--- config.mk ---
export PLATFORM = sky130hd
export DESIGN_NAME = a0_uart_tx
export DESIGN_NICKNAME = d
export VERILOG_FILES = /design/src/rtl/a0_uart_pkg.sv /design/src/rtl/byte_fifo.sv /design/src/rtl/a0_uart_tx.sv
export SDC_FILE = /design/constraint.sdc
export NUM_CORES = 1
export LEC_CHECK = 0
export ABC_AREA = 1
export CORE_MARGIN = 2
export CORE_UTILIZATION = 45
export DETAILED_ROUTE_END_ITERATION = 8
export PLACE_DENSITY = 0.58
export SYNTH_ARGS = -nofsm -noshare
export SYNTH_HDL_FRONTEND = slang
export SYNTH_HIERARCHICAL = 1
export SYNTH_SLANG_ARGS = --single-unit
--- constraint.sdc ---
create_clock -name clk_i -period 2.9 [get_ports clk_i]
set_clock_uncertainty 0.1 [all_clocks]
set_input_delay 0.58 -clock clk_i [delete_from_list [all_inputs] [get_ports clk_i]]
set_output_delay 0.58 -clock clk_i [all_outputs]
set_load 0.05 [all_outputs]
--- src/rtl/a0_uart_pkg.sv ---
// Shared types and line levels for the a0 debug UART transmitter.
package a0_uart_pkg;

  typedef enum logic [2:0] {
    ST_IDLE   = 3'd0,
    ST_START  = 3'd1,
    ST_DATA   = 3'd2,
    ST_PARITY = 3'd3,
    ST_STOP   = 3'd4
  } tx_state_t;

  localparam logic LINE_IDLE = 1'b1;
  localparam logic START_BIT = 1'b0;

endpackage

--- src/rtl/byte_fifo.sv ---
// Single-clock byte FIFO with combinational head read; a push into a full
// FIFO only succeeds when a pop frees the head slot on the same edge.
module byte_fifo
  import a0_uart_pkg::*;
#(
  parameter int DEPTH = 8
) (
  input  logic                   clk,
  input  logic                   rst,
  input  logic                   push,
  input  logic                   pop,
  input  logic [7:0]             din,
  output logic [7:0]             dout,
  output logic                   full,
  output logic                   empty,
  output logic [$clog2(DEPTH):0] count
);

  localparam int AW = $clog2(DEPTH);
  localparam int CW = AW + 1;

  logic [7:0]    mem_q [DEPTH];
  logic [AW-1:0] wr_ptr_q, wr_ptr_d;
  logic [AW-1:0] rd_ptr_q, rd_ptr_d;
  logic [CW-1:0] count_q, count_d;
  logic          do_push, do_pop;

  always_comb begin
    do_pop   = pop && !empty;
    do_push  = push && (!full || do_pop);
    wr_ptr_d = wr_ptr_q;
    rd_ptr_d = rd_ptr_q;
    count_d  = count_q;
    if (do_push) wr_ptr_d = wr_ptr_q + 1'b1;
    if (do_pop)  rd_ptr_d = rd_ptr_q + 1'b1;
    case ({do_push, do_pop})
      2'b10:   count_d = count_q + 1'b1;
      2'b01:   count_d = count_q - 1'b1;
      default: count_d = count_q;
    endcase
  end

  always_ff @(posedge clk) begin
    if (rst) begin
      wr_ptr_q <= '0;
      rd_ptr_q <= '0;
      count_q  <= '0;
    end else begin
      wr_ptr_q <= wr_ptr_d;
      rd_ptr_q <= rd_ptr_d;
      count_q  <= count_d;
    end
  end

  always_ff @(posedge clk) begin
    if (do_push) mem_q[wr_ptr_q] <= din;
  end

  assign dout  = mem_q[rd_ptr_q];
  assign full  = (count_q == CW'(DEPTH));
  assign empty = (count_q == '0);
  assign count = count_q;

endmodule

--- src/rtl/a0_uart_tx.sv ---
// Queues changes of the core's a0 debug byte and sends them as UART frames.
// Define A0_UART_PARITY_EN for 8E1 frames; the default build sends 8N1.
module a0_uart_tx
  import a0_uart_pkg::*;
#(
  parameter int CLKS_PER_BIT      = 16,
  parameter int FIFO_DEPTH        = 8,
  parameter int CAPTURE_ON_CHANGE = 1
) (
  input  logic                        clk_i,
  input  logic                        rst_i,
  input  logic [7:0]                  data_i,
  input  logic                        en_i,
  output logic                        tx_o,
  output logic                        busy_o,
  output logic                        overflow_o,
  output logic [$clog2(FIFO_DEPTH):0] fifo_count_o
);

  localparam int BW = $clog2(CLKS_PER_BIT);
  localparam logic [BW-1:0] BAUD_LAST = BW'(CLKS_PER_BIT - 1);

  logic [7:0] prev_q, prev_d;
  logic       overflow_q, overflow_d;
  logic       push_req, fifo_pop, fifo_full, fifo_empty;
  logic [7:0] fifo_dout;
  logic [$clog2(FIFO_DEPTH):0] fifo_count;

  tx_state_t  state_q;
  logic [BW-1:0] baud_q;
  logic [2:0] bit_q;
  logic       tx_q;
  logic [7:0] shift_q, shift_d;
  logic       bit_end;
`ifdef A0_UART_PARITY_EN
  logic       parity_q, parity_d;
`endif

  byte_fifo #(.DEPTH(FIFO_DEPTH)) u_fifo (
    .clk   (clk_i),
    .rst   (rst_i),
    .push  (push_req),
    .pop   (fifo_pop),
    .din   (data_i),
    .dout  (fifo_dout),
    .full  (fifo_full),
    .empty (fifo_empty),
    .count (fifo_count)
  );

  always_comb begin
    push_req   = en_i && ((data_i != prev_q) || (CAPTURE_ON_CHANGE == 0));
    fifo_pop   = (state_q == ST_IDLE) && !fifo_empty;
    bit_end    = (baud_q == BAUD_LAST);
    prev_d     = data_i;
    // A drop happens only when no pop frees a slot on the same edge.
    overflow_d = overflow_q || (push_req && fifo_full && !fifo_pop);
    shift_d    = shift_q;
    if (fifo_pop)
      shift_d = fifo_dout;
    else if (state_q == ST_DATA && bit_end)
      shift_d = {1'b0, shift_q[7:1]};
`ifdef A0_UART_PARITY_EN
    parity_d = fifo_pop ? ^fifo_dout : parity_q;
`endif
  end

  always_ff @(posedge clk_i) begin
    if (rst_i) begin
      prev_q     <= 8'h00;
      overflow_q <= 1'b0;
    end else begin
      prev_q     <= prev_d;
      overflow_q <= overflow_d;
    end
  end

  always_ff @(posedge clk_i) begin
    shift_q <= shift_d;
`ifdef A0_UART_PARITY_EN
    parity_q <= parity_d;
`endif
  end

  // tx_q is loaded with the level of the state being entered, so the line
  // changes on the same edge as the state.
  always_ff @(posedge clk_i) begin
    if (rst_i) begin
      state_q <= ST_IDLE;
      baud_q  <= '0;
      bit_q   <= '0;
      tx_q    <= LINE_IDLE;
    end else begin
      case (state_q)
        ST_IDLE: begin
          if (fifo_pop) begin
            state_q <= ST_START;
            baud_q  <= '0;
            bit_q   <= '0;
            tx_q    <= START_BIT;
          end else begin
            tx_q <= LINE_IDLE;
          end
        end
        ST_START: begin
          if (bit_end) begin
            baud_q  <= '0;
            state_q <= ST_DATA;
            tx_q    <= shift_q[0];
          end else begin
            baud_q <= baud_q + 1'b1;
          end
        end
        ST_DATA: begin
          if (bit_end) begin
            baud_q <= '0;
            if (bit_q == 3'd7) begin
`ifdef A0_UART_PARITY_EN
              state_q <= ST_PARITY;
              tx_q    <= parity_q;
`else
              state_q <= ST_STOP;
              tx_q    <= LINE_IDLE;
`endif
            end else begin
              bit_q <= bit_q + 1'b1;
              tx_q  <= shift_q[1];
            end
          end else begin
            baud_q <= baud_q + 1'b1;
          end
        end
`ifdef A0_UART_PARITY_EN
        ST_PARITY: begin
          if (bit_end) begin
            baud_q  <= '0;
            state_q <= ST_STOP;
            tx_q    <= LINE_IDLE;
          end else begin
            baud_q <= baud_q + 1'b1;
          end
        end
`endif
        ST_STOP: begin
          if (bit_end) begin
            baud_q  <= '0;
            state_q <= ST_IDLE;
            tx_q    <= LINE_IDLE;
          end else begin
            baud_q <= baud_q + 1'b1;
          end
        end
        default: begin
          state_q <= ST_IDLE;
          baud_q  <= '0;
          tx_q    <= LINE_IDLE;
        end
      endcase
    end
  end

  assign tx_o         = tx_q;
  assign busy_o       = (state_q != ST_IDLE) || !fifo_empty;
  assign overflow_o   = overflow_q;
  assign fifo_count_o = fifo_count;

endmodule

==> impl_metrics.yaml <==
status:
  outcome: "completed"
global_route:
  grt_pass1_vias: 3095
  grt_start_max_net_pins: 34
  antenna_violations_before_repair: 0
  grt_overflow_total: 0
  grt_first_pass_wirelength_um: 15000
  grtUsageTotal_pct: 17.8
clock_tree:
  cts.path.max_buffers: 2
  cts.repair_timing.setup_buffer_count: 0
  clock-sinks: 105
  cts-root-buf: "clkbuf_8"
  cts_buffer_count: 9
  cts_tree: "done"
  htree_num_levels: 3
  clock_insertion_delay_worst_skew_ns: 0.36
  cts.clk_slew.worst_paths_ns: 0.10
floorplanning:
  chipWidth_um: 105
  dieArea_mm2: 0.0109
  die-height_um: 105
  row_count: 36
  floorplan.initialDensity_pct: 46.5
  core_mm2: 0.00977
  ioPinCount: 18
route:
  number_of_nets_with_antenna_violations_after_detailed_routing: 0
  wl_met3_um: 223
  top_signal_layer_used: "met4"
  wl_met2_um: 4230
  drt-pass1-iter-count: 5
  routed-via-count: 3099
  drt_wl_total_um: 9020
  wirelength_met1_um: 4270
  initialDrtViolationCount: 211
  detail_route.vias_per_cell: 5.00
  post_drt_wl_per_cell_um: 14.6
  remaining_drc_errors: 0
sta:
  setup_ws_ns: 0.308
  fin_setup_tns_ns: 0
  worst_tran_pin_value_ns: 1.08
  max_slew_margin_pct: 27.2
  finalSetupViolCount: 0
  min_period_ns: 2.59
  final_min_period_over_clock_period_pct: 89.4
  rsz0062_at_grt: "no"
  hold_violations: 0
  final_max_slew_violation_count: 0
  worst_hold_slack_ns: 0.357
  fmax_mhz: 386
cells_and_area:
  finish.net_count: 501
  syn_to_final_growth_pct: 15.4
  post_route_cells_drive_above_1_share_pct: 14.8
  mostFrequentLayoutCells: "97 x nand2_1, 72 x edfxtp_1, 49 x nor2_1, 37 x inv_1, 33 x dfxtp_1"
  mostFrequentLayoutCell: "nand2_1"
  fin_area_mm2: 0.00525
  antenna-diode-count: 0
yosys:
  ys_warn_count: 6
  synth.net_count: 457
  synth-edff-count: 72
  synthArstFlopShare_pct: 0
  mappedNetlistArea_mm2: 0.00455
  syn-mean-instance-area_um2: 10.4
  synth_top_cells_by_area: "edfxtp_1 48%, dfxtp_1 15%, nand2_1 8.0%"
  synthCells: 438
  share_of_the_yosys_chip_area_belonging_to_registers_pct: 62.1
  synth.top_cell.area_share_pct: 47.5
  ys.flop_type: "edfxtp_1"
  synth_cell_types: 34
  synth_seq_cells: 105
  post-synth-top-area-cell: "edfxtp_1"
worst_setup_path:
  crit_path_max_fanout: 3
  critPathMaxStageDelay_ns: 0.52
  worstPathCellList: "clkdlybuf4s50_1 -> inv_1 -> nand2_1 -> nand2_1 -> nand2_1 -> nor2_1 -> a21boi_0 -> inv_1 -> nand3_2 -> inv_1 -> ha_1 -> a21oi_1 -> nand3_1 -> nand2_2 -> nand3_1 -> nand2_1 -> nor2_1"
  end_kind: "register"
  crit_path_frequent_cell: "nand2_1"
  worst_setup_path_start_kind: "input port"
  timing_worst_setup_path_type: "in -> reg"
  timing.critical_path.arrival_ns: 2.75
  cp_slowest_cell: "clkdlybuf4s50_1"
  critPathRequiredTime_ns: 3.06
power_and_ir_drop:
  vdd_ir_drop_max_mv: 0.347
  totalPowerFinal_uw: 4350
  power-per-cell-area_mw_per_mm2: 828
  power.static_leakage_uw: 0.00207
placement:
  detailed_placement_wirelength_estimate_um: 6140
  gp_congestion: 0.863
  placed_cell_area_mm2: 0.00502
  place_worst_setup_slack_ns: -0.0686
  portBuffers: 17
hold_path:
  holdCritPathClass: "reg -> reg"
job:
  cap_violations: 0
power by group:
part	switching (µW)	internal [µW]	leakage [µW]
combinational	913	477	0.00103
sequential	116	1830	0.000930
clock	496	517	0.000114
total	1530	2820	0.00207
synthesized netlist by cell type (all sizes together) (2+ instances only):
cell    instances
nand2         109
edfxtp         72
nor2           53
inv            44
dfxtp          33
o21ai          23
a21oi          19
nand3          19
mux2i          16
o22ai          16
buf             9
ha              7
clkbuf          3
nand4           3
xnor2           3
clkinv          2
xor2            2
layer usage:
metal | global-route usage [%] | vias up
li1 | - | 1556
met1 | 22.9 | 1482
met2 | 29.3 | 42
met3 | 2.43 | 19
met4 | 9.46 | 0
met5 | 0 | -
through the flow:
step | util (%) | instances
floorplan | - | 438
global placement | 51.3 | 604
detailed placement | 51.3 | 604
CTS | 53.6 | 620
global route | 53.7 | 620
finish | 53.7 | 620
final timing paths:
check	startpoint	slack [ns]	endpoint	cells past startpoint
min	overflow_o	0.36	overflow_o	2
max	data_i[0]	0.31	u_fifo/count[3]	17
min reg2reg	overflow_o	0.36	overflow_o	2
max reg2reg	u_fifo/count[0]	0.44	u_fifo/count[3]	15
logic make-up after synthesis:
family                   after synthesis  share of synthesized area [%]
AND/OR/NAND/NOR                      185                           18.0
buffers and inverters                 58                           5.58
adder cells (fa/ha/maj)                8                           2.37
flip-flops                           105                           62.1
XOR/XNOR                               5                          0.963
AO/OA/AOI/OAI                         61                           7.48
multiplexers                          16                           3.52
critical path, delay by kind of cell:
kind,cells,cell delay (ns)
and+or+nand+nor,10,0.69
adders and majority gates,1,0.31
buffers and inverters,4,0.77
AOI/OAI and AO/OA,2,0.41
registers in the layout, indices dropped and copies added (netlist names), 3 cells and up, named ones only:
register         flops
state_q              3
bit_q                3
shift_q              8
u_fifo/wr_ptr_q      3
u_fifo/mem_q        64
baud_q               4
u_fifo/count         4
prev_q               8
u_fifo/rd_ptr_q      3
cell type report:
cell class | instances | area, µm²
fillers | 880 | 4530
inverters | 46 | 175
well taps | 133 | 166
clock buffers | 11 | 141
clock inverters | 5 | 86.3
repair buffers | 45 | 383
flip-flops and latches | 105 | 2820
multi-input cells | 275 | 1470
repair_timing:
item / 4_1_cts / 5_1_grt
gates resized for setup: 0 / 1
hold buffers: 0 / 0
hold endpoints to repair: 0 / 0
endpoints found under the setup margin: 0 / 1
No activity file was read; power rests on OpenSTA's default activity.
